<file path="src/rtl/interval_timer_ctrl_if.sv">
`default_nettype none
// ============================================================================
//  Module   : interval_timer_ctrl_if
//  Purpose  : Configuration / control / status bundle for interval_timer_ctrl.
//  Revision : 1.0  initial release
// ============================================================================
interface interval_timer_ctrl_if #(
    parameter int N = 8
) ();
    logic         cfg_valid;
    logic         cfg_ready;
    logic [N-1:0] cfg_period;
    logic         cfg_mode;
    logic         start;
    logic         stop;
    logic         busy;
    logic [N-1:0] count;
    logic         expire;
    logic [1:0]   state;

    modport master (
        output cfg_valid, cfg_period, cfg_mode, start, stop,
        input  cfg_ready, busy, count, expire, state
    );

    modport slave (
        input  cfg_valid, cfg_period, cfg_mode, start, stop,
        output cfg_ready, busy, count, expire, state
    );
endinterface
`default_nettype wire

</file>
<file path="src/rtl/interval_timer_ctrl.sv">
`default_nettype none
// ============================================================================
//  Module   : interval_timer_ctrl
//  Purpose  : One-shot / periodic interval timer with a down-counter and a
//             registered expire pulse. Define INTERVAL_TIMER_CTRL_PRESCALE_EN
//             to divide the tick rate by 2**PS.
//  Revision : 1.0  initial release
// ============================================================================
module interval_timer_ctrl #(
    parameter int N  = 8,
    parameter int PS = 2
) (
    input  wire logic clk,
    input  wire logic reset_n,
    interval_timer_ctrl_if.slave tmr
);

    typedef enum logic [1:0] {
        ST_IDLE    = 2'b00,
        ST_RUN     = 2'b01,
        ST_DONE    = 2'b10,
        ST_ILLEGAL = 2'b11
    } state_t;

    state_t       state_q,  state_d;
    logic [N-1:0] count_q,  count_d;
    logic [N-1:0] period_q, period_d;
    logic         mode_q,   mode_d;
    logic         expire_q, expire_d;

    logic         w_cfg_ready;
    logic         w_cfg_accept;
    logic [N-1:0] w_eff_period;
    logic         w_start_ok;
    logic         w_tick;

    assign w_cfg_ready  = (state_q == ST_IDLE) || (state_q == ST_DONE);
    assign w_cfg_accept = tmr.cfg_valid && w_cfg_ready;
    // A period offered alongside start takes effect for that very start.
    assign w_eff_period = w_cfg_accept ? tmr.cfg_period : period_q;
    assign w_start_ok   = tmr.start && (w_eff_period != '0);

`ifdef INTERVAL_TIMER_CTRL_PRESCALE_EN
    logic [PS-1:0] psc_q, psc_d;

    assign w_tick = (psc_q == {PS{1'b1}});

    always_ff @(posedge clk or negedge reset_n) begin
        if (!reset_n) begin
            psc_q <= '0;
        end else begin
            psc_q <= psc_d;
        end
    end
`else
    assign w_tick = 1'b1;

    // PS only sizes the prescaler, which is absent in this build.
    if (PS < 1) begin : g_ps_unused
    end
`endif

    always_comb begin
        state_d  = state_q;
        count_d  = count_q;
        period_d = period_q;
        mode_d   = mode_q;
        expire_d = 1'b0;
`ifdef INTERVAL_TIMER_CTRL_PRESCALE_EN
        psc_d    = psc_q;
`endif

        if (w_cfg_accept) begin
            period_d = tmr.cfg_period;
            mode_d   = tmr.cfg_mode;
        end

        case (state_q)
            ST_IDLE, ST_DONE: begin
                if (tmr.stop) begin
                    state_d = ST_IDLE;
                    count_d = '0;
                end else if (w_start_ok) begin
                    state_d = ST_RUN;
                    count_d = w_eff_period;
`ifdef INTERVAL_TIMER_CTRL_PRESCALE_EN
                    psc_d   = '0;
`endif
                end
            end

            ST_RUN: begin
`ifdef INTERVAL_TIMER_CTRL_PRESCALE_EN
                psc_d = psc_q + 1'b1;
`endif
                if (tmr.stop) begin
                    state_d = ST_IDLE;
                    count_d = '0;
                end else if (w_tick) begin
                    if (count_q == N'(1)) begin
                        expire_d = 1'b1;
                        if (mode_q) begin
                            count_d = period_q;
`ifdef INTERVAL_TIMER_CTRL_PRESCALE_EN
                            psc_d   = '0;
`endif
                        end else begin
                            count_d = '0;
                            state_d = ST_DONE;
                        end
                    end else begin
                        count_d = count_q - 1'b1;
                    end
                end
            end

            default: begin
                state_d = ST_IDLE;
                count_d = '0;
            end
        endcase
    end

    always_ff @(posedge clk or negedge reset_n) begin
        if (!reset_n) begin
            state_q  <= ST_IDLE;
            count_q  <= '0;
            period_q <= '0;
            mode_q   <= 1'b0;
            expire_q <= 1'b0;
        end else begin
            state_q  <= state_d;
            count_q  <= count_d;
            period_q <= period_d;
            mode_q   <= mode_d;
            expire_q <= expire_d;
        end
    end

    assign tmr.cfg_ready = w_cfg_ready;
    assign tmr.busy      = (state_q == ST_RUN);
    assign tmr.count     = count_q;
    assign tmr.expire    = expire_q;
    assign tmr.state     = state_q;

endmodule
`default_nettype wire

</file>
<file path="src/flat_wrapper.sv">
// flat-port wrapper written by rule: the top's interface ports become plain ports
module interval_timer_ctrl_flat 
#(
    parameter int N  = 8,
    parameter int PS = 2
)
  (clk, reset_n, tmr_cfg_valid, tmr_cfg_period, tmr_cfg_mode, tmr_start, tmr_stop, tmr_cfg_ready, tmr_busy, tmr_count, tmr_expire, tmr_state);
  interval_timer_ctrl_if #(.N(N)) tmr_i ();
  input  wire logic clk;
  input  wire logic reset_n;
  input wire logic [$bits(tmr_i.cfg_valid)-1:0] tmr_cfg_valid;
  input wire logic [$bits(tmr_i.cfg_period)-1:0] tmr_cfg_period;
  input wire logic [$bits(tmr_i.cfg_mode)-1:0] tmr_cfg_mode;
  input wire logic [$bits(tmr_i.start)-1:0] tmr_start;
  input wire logic [$bits(tmr_i.stop)-1:0] tmr_stop;
  output wire logic [$bits(tmr_i.cfg_ready)-1:0] tmr_cfg_ready;
  output wire logic [$bits(tmr_i.busy)-1:0] tmr_busy;
  output wire logic [$bits(tmr_i.count)-1:0] tmr_count;
  output wire logic [$bits(tmr_i.expire)-1:0] tmr_expire;
  output wire logic [$bits(tmr_i.state)-1:0] tmr_state;
  assign tmr_i.cfg_valid = tmr_cfg_valid;
  assign tmr_i.cfg_period = tmr_cfg_period;
  assign tmr_i.cfg_mode = tmr_cfg_mode;
  assign tmr_i.start = tmr_start;
  assign tmr_i.stop = tmr_stop;
  assign tmr_cfg_ready = tmr_i.cfg_ready;
  assign tmr_busy = tmr_i.busy;
  assign tmr_count = tmr_i.count;
  assign tmr_expire = tmr_i.expire;
  assign tmr_state = tmr_i.state;
  interval_timer_ctrl #(.N(N), .PS(PS)) u_core (.clk(clk), .reset_n(reset_n), .tmr(tmr_i));
endmodule
</file>
<file path="config.mk">
export PLATFORM = sky130hd
export DESIGN_NAME = interval_timer_ctrl_flat
export DESIGN_NICKNAME = d
export VERILOG_FILES = /design/src/rtl/interval_timer_ctrl_if.sv /design/src/rtl/interval_timer_ctrl.sv /design/src/flat_wrapper.sv
export SDC_FILE = /design/constraint.sdc
export NUM_CORES = 1
export LEC_CHECK = 0
export BUFFER_PORTS_ARGS = -buffer_cell sky130_fd_sc_hd__buf_2
export CAP_MARGIN = 20
export CORE_MARGIN = 2
export CORE_UTILIZATION = 57
export DETAILED_ROUTE_END_ITERATION = 8
export PLACE_DENSITY = 0.93
export SLEW_MARGIN = 20
export SYNTH_ARGS = -nofsm -noshare
export SYNTH_HDL_FRONTEND = slang
export SYNTH_SLANG_ARGS = --single-unit
</file>
<file path="constraint.sdc">
create_clock -name clk -period 3.3 [get_ports clk]
set_clock_uncertainty 0.05 [all_clocks]
set_input_delay 0.165 -clock clk [delete_from_list [all_inputs] [get_ports clk]]
set_output_delay 0.165 -clock clk [all_outputs]
set_load 0.01 [all_outputs]
</file>
==> results by group <==
Cells and area
  • Final std cells w/o fill: 178
  • N_diodes: 0
  • Fillcell total: 154
  • Share of cells above drive strength 1: 0.3510
  • Design Area, Final: 1436 sq um
  • Final #Nets: 168
  • Area Growth Syn to Fin: 15.03%

Clock network
  • CTS root buf: clkbuf_4
  • Skew-Pair Late Insertion Delay: 0.30 ns
  • Max clock buf depth: 2
  • Post-CTS setup buffers: 0
  • CTS Sinks: 20
  • H-Tree Depth: 1
  • TritonCTS Buffers: 3
  • # resized after CTS: 0
  • CTS clk-pin slew, worst paths: 0.11 ns
  • CTS tree: done

Global route
  • GR peak layer: met2
  • Met3 Usage GRT: 0.04762
  • First-pass GRT wire length: 4781 um
  • Routing usage on met2: 0.3860
  • Vias in the first global route: 1041
  • Grt total ovfl: 0
  • Total track usage: 0.2479
  • Initial antenna violation count: 0
  • Largest net degree at the start of global routing: 21
  • GR Layer Usage met1: 0.3482

Route
  • Drt pass-1 iters: 5
  • Via count: 1131
  • Routed wire length: 2839 um
  • Post-route ant nets: 0
  • Residual DRC: 0
  • Via/cell ratio: 6.354
  • WL/cell: 15.95 um
  • Initial DRC count: 40

Synthesis
  • Synth Area in Adders: 0.02004
  • Sequential share of the synthesized area: 0.4008
  • Syn_area_per_cell: 10.07 sq um
  • Combinational family with the most area after synthesis: simple AND/OR/NAND/NOR gates
  • #FFs+latches synth: 20
  • Post-synthesis instance area: 1249 sq um
  • Post-Syn Instances: 124
  • Mux cell area share after synthesis: 0.1553
  • Synth area leaders: dfrtp_1 (40%), mux2_2 (9.9%), mux2i_1 (5.6%)
  • Synth cell types: 43
  • Syn nets: 140
  • Xor/xnor share of the synthesized area: 0.01403
  • Ys flop type: dfrtp_1
  • Post-synth top area share: 0.4008
  • Synth Area in Simple Gates: 0.1874
  • Synth top cells by count: dfrtp_1 (20), mux2_2 (11), nand2_1 (8)
  • Syn. warnings: 0
  • Post-synth top area cell: dfrtp_1
  • Async S/R FF share, synth: 1.000
  • Most numerous cell in the Yosys netlist: dfrtp_1
  • Compound-Gate Fraction of Synth Area: 0.1834
  • EDFF count, synth: 0

Power
  • Leakage: 0.6583 nW
  • Tot Pwr: 0.7663 mW
  • VDD IR-drop max: 0.3476 mV
  • Pwr dens: 533.5 nW/um^2

Floorplan
  • CORE AREA: 2022 sq um
  • Row count: 16
  • Starting Density: 0.6176
  • Die height: 50.81 um
  • Die width: 50.81 um
  • # IOs: 27
  • Die footprint: 2581 sq um

STA
  • RSZ-0062 raised after global routing: false
  • Slew margin rel.: 0.6472
  • Final cycle utilization of the critical path: 0.6696
  • Slew @ Worst Pin: 0.5275 ns
  • Setup TNS: 0 ns
  • Tmin final: 2.210 ns
  • Worst setup margin: 1.090 ns
  • Final Hold Fails: 0
  • Max-slew violation count: 0
  • Achievable frequency: 452.5 MHz
  • Final setup fails: 0

Worst setup path
  • WP data required: 3.50 ns
  • WS Path Type: reg -> reg
  • CP max FO: 14
  • CP max stage cell: dfrtp_1
  • Worst path cell trace: ha_1 > or2b_2 > nor3_4 > a21oi_1 > a221oi_2 > o22a_1
  • R2r worst-path depth: 6
  • Crit path largest cell delay: 0.53 ns
  • Arrival time worst endpoint: 2.41 ns
  • CP startpoint kind: flip-flop
  • Worst setup EP type: flip-flop

Place
  • Post-DP Area: 1390 sq um
  • IO buf count: 26
  • Post-DP HPWL: 2145 um
  • Setup Slack @ Placement: 1.134 ns
  • Gpl congestion: 0.8401
  • Placed Cells: 173

Status
  • Status: complete, no violations

Min path
  • Hold Path Depth: 2
  • Hold Crit Class: in -> reg

Run
  • Max-Cap Viols: 0
[power breakdown]
part | switching, mW | total, mW | leakage [nW] | internal, mW
sequential | 0.0645 | 0.349 | 0.250 | 0.285
clock | 0.0752 | 0.143 | 0.0210 | 0.0674
combinational | 0.142 | 0.275 | 0.387 | 0.133
total | 0.282 | 0.766 | 0.658 | 0.485
[layout make-up]
| class | count | area, sq um | area share |
|---|---|---|---|
| sequential | 20 | 500.5 | 0.3484 |
| multi-input combinational | 94 | 699.4 | 0.4869 |
| inverter | 5 | 18.77 | 0.01307 |
| tap | 27 | 33.78 | 0.02352 |
| timing repair buffer | 28 | 147.6 | 0.1028 |
| clock buffer | 4 | 36.28 | 0.02526 |
[cells by family (layout without fill, tap and decap cells)]
group	after synthesis	after routing
xor+xnor	2	2
mux	18	18
fa+ha+maj	2	2
flops	20	20
simple gates	40	40
compound gates	32	32
buf+inv	10	37
[sequential cells by signal, indices dropped and copies added, names as in the netlist]
name and count:
u_core.mode_q 1, u_core.period_q 8, u_core.tmr.count 8, u_core.tmr.expire 1, u_core.tmr.state 2
[routing by layer]
metal  wire length, um  vias up
li1                  -      527
met1              1219      536
met2              1325       62
met3               255        6
met4                38        0
met5                 0        -
[path summary, 6_finish.rpt]
kind	from	to	slack (ns)
max in group asynchronous	reset_n	u_core.tmr.count[1]	2.63
min	tmr_stop	u_core.tmr.state[0]	0.03
min in group asynchronous	reset_n	u_core.period_q[3]	0.27
max reg2reg	u_core.tmr.count[0]	u_core.tmr.count[5]	1.09
max	u_core.tmr.count[0]	u_core.tmr.count[5]	1.09
min reg2reg	u_core.period_q[1]	u_core.period_q[1]	0.53
[metrics by stage]
step	utilization	hold slack (ns)
finish	0.7104	0.02710
global route	0.7104	0.02294
CTS	0.7104	0.02657
detailed placement	0.6875	0.08168
global placement	0.6875	0.07243
floorplan	-	-0.1806
[critical path, delay by kind of cell (launching register included)]
family	cells	cell delay [ns]
simple gates	2	0.81
flops	1	0.53
compound gates	3	0.51
fa+ha+maj	1	0.24
[cells in the final DEF (no fill, tap or decap), types with 2 or more instances in the layout]
master	count
mux2i_1	7
mux2_2	11
or4_1	2
clkbuf_4	3
nand2_1	8
nor2_1	7
o21ai_0	3
xnor2_1	2
and3_2	3
o41ai_1	2
o21ai_1	3
dfrtp_1	20
nor2b_1	2
a31oi_1	3
nor4_1	2
nor3_1	5
buf_2	26
a2bb2oi_1	2
o221ai_1	4
o22ai_1	2
inv_1	5
ha_1	2
a21oi_1	6
[timing repair]
item / CTS / global route
hold buffers: 1 / 0
endpoints found under the hold margin: 20 / 0
setup endpoints to repair: 0 / 0
Note: power is estimated with default switching activity, not from simulation.
